## src/rtl/keypad_scanner.sv

```systemverilog
// 4x4 matrix keypad scanner: one-hot-low column drive, synchronized row sense,
// full-scan snapshot debounce and single-key acceptance with a one-cycle strobe.
module keypad_scanner #(
  parameter int SCAN_DIV       = 12000,
  parameter int DEBOUNCE_SCANS = 5
) (
  input  logic       clk,
  input  logic       reset,
  output logic [3:0] col_n,
  input  logic [3:0] row_n,
  output logic [3:0] key_code,
  output logic       key_valid,
  output logic       key_held
);

  localparam int DW = $clog2(SCAN_DIV);
  localparam int CW = (DEBOUNCE_SCANS > 1) ? $clog2(DEBOUNCE_SCANS) : 1;
  localparam logic [DW-1:0] DIV_MAX = DW'(SCAN_DIV - 1);
  localparam logic [CW-1:0] CNT_MAX = CW'(DEBOUNCE_SCANS - 1);

  typedef enum logic {
    IDLE,
    PRESSED
  } state_e;

  logic [3:0]    row_s1_q, row_s2_q;
  logic [DW-1:0] div_q, div_d;
  logic [1:0]    col_q, col_d;
  logic [15:0]   buf_q, buf_d;
  logic [15:0]   prev_q, prev_d;
  logic [CW-1:0] cnt_q, cnt_d;
  state_e        state_q, state_d;
  logic [3:0]    code_q, code_d;
  logic          valid_q, valid_d;

  logic [3:0]  rs;
  logic [15:0] contrib, snap;
  logic        term, scan_done, stable, one_hot;
  logic [3:0]  idx;

  always_comb begin
    rs        = ~row_s2_q;
    term      = (div_q == DIV_MAX);
    scan_done = term && (col_q == 2'd3);
    div_d     = term ? '0 : div_q + 1'b1;
    col_d     = term ? col_q + 2'd1 : col_q;
    // Rows land in bits 4*row; shifting by column places them at 4*row+col.
    contrib = {3'b0, rs[3], 3'b0, rs[2], 3'b0, rs[1], 3'b0, rs[0]} << col_q;
    snap    = buf_q | contrib;
    buf_d   = buf_q;
    if (term) begin
      buf_d = scan_done ? '0 : snap;
    end
    cnt_d  = cnt_q;
    prev_d = prev_q;
    if (scan_done) begin
      prev_d = snap;
      if (snap == prev_q) begin
        cnt_d = (cnt_q == CNT_MAX) ? cnt_q : cnt_q + 1'b1;
      end else begin
        cnt_d = '0;
      end
    end
    stable  = scan_done && (cnt_d == CNT_MAX);
    one_hot = (snap != 16'd0) && ((snap & (snap - 16'd1)) == 16'd0);
    idx     = 4'd0;
    for (int i = 0; i < 16; i++) begin
      if (snap[i]) idx = 4'(i);
    end
  end

  always_comb begin
    state_d = state_q;
    code_d  = code_q;
    valid_d = 1'b0;
    unique case (state_q)
      IDLE: begin
        if (stable && one_hot) begin
          code_d  = idx;
          valid_d = 1'b1;
          state_d = PRESSED;
        end
      end
      PRESSED: begin
        if (stable && (snap == 16'd0)) state_d = IDLE;
      end
    endcase
  end

  always_ff @(posedge clk or negedge reset) begin
    if (!reset) begin
      row_s1_q <= 4'hF;
      row_s2_q <= 4'hF;
      div_q    <= '0;
      col_q    <= 2'd0;
      buf_q    <= '0;
      prev_q   <= '0;
      cnt_q    <= '0;
      state_q  <= IDLE;
      code_q   <= 4'd0;
      valid_q  <= 1'b0;
    end else begin
      row_s1_q <= row_n;
      row_s2_q <= row_s1_q;
      div_q    <= div_d;
      col_q    <= col_d;
      buf_q    <= buf_d;
      prev_q   <= prev_d;
      cnt_q    <= cnt_d;
      state_q  <= state_d;
      code_q   <= code_d;
      valid_q  <= valid_d;
    end
  end

  assign col_n     = ~(4'b0001 << col_q);
  assign key_code  = code_q;
  assign key_valid = valid_q;
  assign key_held  = (state_q == PRESSED);

endmodule

```

## config.mk

```make
export PLATFORM = sky130hd
export DESIGN_NAME = keypad_scanner
export DESIGN_NICKNAME = d
export VERILOG_FILES = /design/src/rtl/keypad_scanner.sv
export SDC_FILE = /design/constraint.sdc
export NUM_CORES = 1
export LEC_CHECK = 0
export BUFFER_PORTS_ARGS = -buffer_cell sky130_fd_sc_hd__buf_2
export CAP_MARGIN = 20
export CORE_ASPECT_RATIO = 0.75
export CORE_MARGIN = 3
export CORE_UTILIZATION = 56
export CTS_BUF_LIST = sky130_fd_sc_hd__clkbuf_16
export CTS_CLUSTER_DIAMETER = 100
export CTS_CLUSTER_SIZE = 12
export DETAILED_ROUTE_END_ITERATION = 8
export PLACE_DENSITY = 0.86
export SYNTH_ARGS = -nofsm -noshare
export SYNTH_HDL_FRONTEND = slang
export SYNTH_SLANG_ARGS = --single-unit
```

## constraint.sdc

```tcl
create_clock -name clk -period 2.95 [get_ports clk]
set_clock_uncertainty 0.2 [all_clocks]
set_input_delay 0.295 -clock clk [delete_from_list [all_inputs] [get_ports clk]]
set_output_delay 0.295 -clock clk [all_outputs]
set_load 0.1 [all_outputs]
```

Word level (Yosys, flattened, before mapping)
Cells that the tools add are included.

storage, ports and cells
  flip-flop bits (word level) = 65
  output and inout bits = 10
  logic and storage cells = 59

cells by class
  add/sub/neg operators = 4
  equal/unequal tests = 5
  shift-type cells = 2
  mux-type cells = 24
  bitwise operators = 5
  reduce and logical (&&, ||, !) cells = 9

operators with widths
  kind                     count
  $mux W4                  14
  $logic_not A16 Y1        2
  $and A16 B16 Y16         1
  $eq A16 B16 Y1           1
  $mux W16                 1
  $or A16 B16 Y16          1
  $reduce_bool A16 Y1      1
  $shl A13 B2 Y16          1
  $sub A16 B1 Y16 const B  1
  $add A14 B1 Y14 const B  1
  $eq A14 B14 Y1 const B   1
  $mux W14                 1
  $mux W3                  3
  $not A4 Y4               2
  $eq A3 B3 Y1 const B     2
  $logic_and A1 B1 Y1      5
  $mux W1                  4
  $shl A1 B2 Y4 const A    1
  $add A3 B1 Y3 const B    1
  $add A2 B1 Y2 const B    1
  $eq A2 B2 Y1 const B     1
  $pmux W1 S2              1
  $reduce_and A2 Y1        1
  $not A1 Y1               1

Longest topological paths before layout
  word-level depth = 18
  mapped depth = 10
  gate-level depth less buffers = 8

Least setup slack after synthesis
No wires, ideal clock.

  path kind = register -> register
  start point = register state_q (netlist: key_held)
  end point = register code_q[1] (netlist: key_code[1])
  data arrival time = 2766 ps
  required time = 2625 ps
  setup slack = -142 ps
  stages on the path, launching flop included = 7
  period minus slack after synthesis = 3092 ps
  cells stage by stage = dfrtp_1 a221oi_2 o21ai_1 or4b_1 or4_4 nor3_4 mux2_2

on the way
  longest elaborated chain between the ends = 2

RTL lines
  item                                RTL line  text
  from (decl)                         32        state_e state_q, state_d;
  from (signal assigned)              110       state_q <= state_d;
  $not A1 Y1                          -
  $reduce_and A2 Y1 (no source line)  -
  to (signal assigned)                111       code_q <= code_d;
  to (decl)                           33        logic [3:0] code_q, code_d;

No other way between the ends.
A chain may end at the register's enable or synchronous reset.

Final worst setup path
  start point = register col_q[0]
  end point = register code_q[1] (netlist: key_code[1])

on the way
  longest elaborated chain between the ends = 16
  elaborated cells on any way between the ends = 30
  classes of those cells = add/sub: 1; eq/ne: 3; shift: 1; mux: 16; bitwise: 2; reduce/logical: 7

RTL lines
  item                    RTL line  text
  from (decl)             28        logic [1:0] col_q, col_d;
  from (signal assigned)  106       col_q <= col_d;
  $shl A13 B2 Y16         48        contrib = {3'b0, rs[3], 3'b0, rs[2], 3'b0, rs[1], 3'b0, rs[0]} << col_q;
  $or A16 B16 Y16         49        snap = buf_q | contrib;
  $mux W4 (14 in series)  68        if (snap[i]) idx = 4'(i);

Several ways; a longest one is shown, not always the timed one.

==> flow_metrics.py <==
metrics = {
    "sta": {
        "hold_violations": 0,
        "tns_ns": -0.3459,
        "period_minus_slack_ns": 3.081,
        "fmax_mhz": 324.5,
        "setup_ws_ns": -0.1313,
        "worst_pin_slew_ns": 0.6294,
        "setup_viol": 5,
        "rsz0062_at_grt": "true",
        "finalCritPeriodShare": 1.045,
        "finalMaxSlewViolations": 0,
        "relSlewSlack": 0.5772,
    },
    "worst_setup_path": {
        "rr_worst_depth": 10,
        "reg2reg_to": "key_code[1]",
        "r2r_setup_slack_ns": -0.13,
        "startpoint_type": "flip-flop",
        "critical_path.max_fanout": 11,
        "arrival_ns": 3.10,
        "worstPathRequired_ns": 2.97,
        "r2r_start": "col_q[0]",
        "endpoint_kind": "flip-flop",
        "crit_type": "flip-flop to flip-flop",
    },
    "power": {
        "power_density_nw_per_um2": 458.0,
        "p_leak_uw": 0.002244,
        "max-vdd-ir-drop_mv": 0.3695,
    },
    "synthesis": {
        "synth_seq_cells": 65,
        "syn_area_per_cell_um2": 8.927,
        "synth_cell_types": 59,
        "netlist_area_um2": 3767,
        "async_flop_share": 1.000,
        "ys.flop_type": "dfrtp_1",
        "synthCells": 422,
        "synth_nets": 435,
        "synth_edf_count": 0,
        "ys_warn_count": 0,
        "ys_seq_area_frac": 0.4344,
    },
    "clock_network": {
        "ctsRootBufferMaster": "clkbuf_16",
        "h-tree-depth": 3,
        "clock_latency_ns": 0.34,
        "cts_tree": "built",
        "path_clk_slew_ns": 0.06,
        "clkSinkCount": 65,
        "cts_buffers": 9,
        "cts_buffer_depth": 2,
    },
    "floorplan": {
        "ioPinCount": 16,
        "start_util": 0.5875,
        "core_um2": 6412,
        "row_count": 25,
        "die_area_um2": 7758,
        "die_x_um": 100.7,
        "die-height_um": 77.03,
    },
    "routing": {
        "drt_wl_total_um": 11300,
        "drtIter0Drc": 611,
        "antenna_left": 0,
        "routed_via_density": 6.354,
        "first_pass_iters": 5,
        "wl_per_cell_um": 19.26,
        "drcViolationCount": 0,
        "via_count": 3730,
    },
    "placed_design": {
        "portBuffers": 15,
        "place_congestion": 0.9379,
        "dp_cells": 538,
        "dp_hpwl_um": 6951,
    },
    "hold_path": {
        "hold_start": "row_s1_q[3]",
        "whs_path_depth": 0,
        "hold_class": "flip-flop to flip-flop",
        "min_to": "row_s2_q[3]",
    },
    "final_layout": {
        "layout-drive-gt1-share": 0.2905,
        "nets": 514,
        "fillers": 380,
        "fin_util": 0.7686,
        "fin_cells": 587,
        "antenna_cells": 0,
        "area.growth.synth_to_final_pct": 30.82,
    },
    "global_routing": {
        "grtUsageTotal": 0.3051,
        "grt_max_degree": 32,
        "antenna_found_initial": 0,
        "grt_pass1_vias": 3622,
        "grt_pass1_wl_um": 18220,
        "grt-ovfl-total": 0,
    },
    "outcome": {
        "status": "complete, but fails checks",
        "failed_checks": "negative setup slack",
    },
    "flow_run": {
        "maxCapViolations": 0,
    },
}
## final cells by class
class / count / area, µm² / area share
Multi-Input combinational cell: 323 / 2028 / 0.4115
Sequential cell: 65 / 1640 / 0.3328
Timing Repair Buffer: 91 / 767.0 / 0.1556
Clock buffer: 9 / 225.2 / 0.04570
Clock inverter: 7 / 125.1 / 0.02539
Tap cell: 81 / 101.3 / 0.02056
Inverter: 11 / 41.29 / 0.008378
## worst max-delay path by stage
stage,start,endpoint,slack (ns),cells after the start
2_1_floorplan,row_s2_q[1],key_code[1],0.02,8
3_3_place_gp,col_q[0],key_code[1],-0.03,8
3_5_place_dp,col_q[1],key_code[1],-0.14,8
4_1_cts,col_q[1],key_code[2],-0.04,8
5_1_grt,col_q[0],key_code[1],-0.24,11
6_report,col_q[0],key_code[1],-0.13,10
## state kept, by name, summed over array words and instances (netlist names)
name	cells
row_s1_q	4
buf_q	16
div_q	14
key_code	4
key_valid	1
col_q	2
prev_q	16
cnt_q	3
key_held	1
row_s2_q	4
## layer usage
layer  wire length, µm  GRT usage
met2              5167     0.4606
met3              1278    0.07000
met5                 0          0
met4               461     0.1548
met1              4396     0.4094
## power breakdown
group          internal, µW  switching, µW  leakage, µW
combinational          37.9           54.2      0.00121
sequential              902           6.20     0.000861
clock                   834            423     0.000171
total                  1770            483      0.00224
## through the flow
step           power (µW)  hold slack [ns]  instance area [µm²]  setup slack [ns]
2_1_floorplan       956.2          -0.2006                 3769           0.02303
3_3_place_gp        998.1          0.04030                 4177          -0.02919
3_5_place_dp         1001          0.04853                 4177           -0.1370
4_1_cts              2252           0.1602                 4875          -0.04042
5_1_grt              2313           0.1623                 4928           -0.2449
6_report             2257           0.1597                 4928           -0.1313
## placed cells by master, fill, tap and decap left out, types with 6 or more instances in the layout
master / count
or3_1: 6
nor3b_1: 7
a21oi_1: 14
nand2b_1: 8
o211ai_1: 8
o21ai_0: 23
xor2_1: 6
buf_2: 15
nor2_1: 59
clkbuf_16: 9
inv_1: 11
nor2b_1: 6
dfrtp_1: 54
xnor2_1: 10
ha_1: 7
or2_2: 12
buf_4: 60
nand2_1: 43
nand3_1: 8
dfstp_2: 8
a31oi_1: 7
nor3_1: 21
## what timing repair did
item | 4_1_cts | 5_1_grt
gates cloned | 2 | 0
hold buffers | 5 | 0
pin swaps | 5 | 1
gates resized for setup | 15 | 10
hold endpoints to repair | 20 | 0
endpoints found under the setup margin | 4 | 6
buffers inserted | 24 | 2
## worst max-delay path, stage by stage (launching register included)
cell	delay [ns]
dfrtp_2	0.44
buf_12	0.15
buf_4	0.14
or4b_2	0.65
o211ai_1	0.22
nand4_1	0.14
nor2_1	0.15
o2111ai_2	0.13
buf_6	0.17
nor3_4	0.24
mux2_4	0.33
## synthesized netlist by cell type (all sizes together), types with 3 or more instances
library cell	instances	area share
nor2	61	0.061
dfrtp	57	0.38
nand2	43	0.043
o21ai	27	0.036
nor3	25	0.036
a21oi	14	0.019
clkbuf	13	0.013
or2	12	0.020
inv	11	0.011
buf	10	0.019
nor3b	10	0.023
xnor2	10	0.023
dfstp	8	0.056
nand2b	8	0.013
nand3	8	0.011
o211ai	8	0.016
a31oi	7	0.012
ha	7	0.023
nor2b	6	0.010
or3	6	0.010
xor2	6	0.014
and3b	5	0.012
nand4	5	0.0083
nor4	5	0.014
mux2i	4	0.011
or4bb	4	0.012
a221oi	3	0.0086
and2	3	0.0050
mux2	3	0.0090
nand4b	3	0.0070
o2111ai	3	0.0070
o21a	3	0.0060
o21bai	3	0.0060
## logic make-up (layout without fill, tap and decap cells)
logic type / after synthesis / after routing / share of synthesized area
AOI/OAI and AO/OA: 80 / 80 / 0.1362
buffers and inverters: 34 / 118 / 0.04317
adders and majority gates: 7 / 7 / 0.02325
and+or+nand+nor: 213 / 213 / 0.3062
DFF: 65 / 65 / 0.4344
xor gates and xnor gates: 16 / 16 / 0.03720
muxes: 7 / 7 / 0.01959
Power figures use the tool's default switching activity.
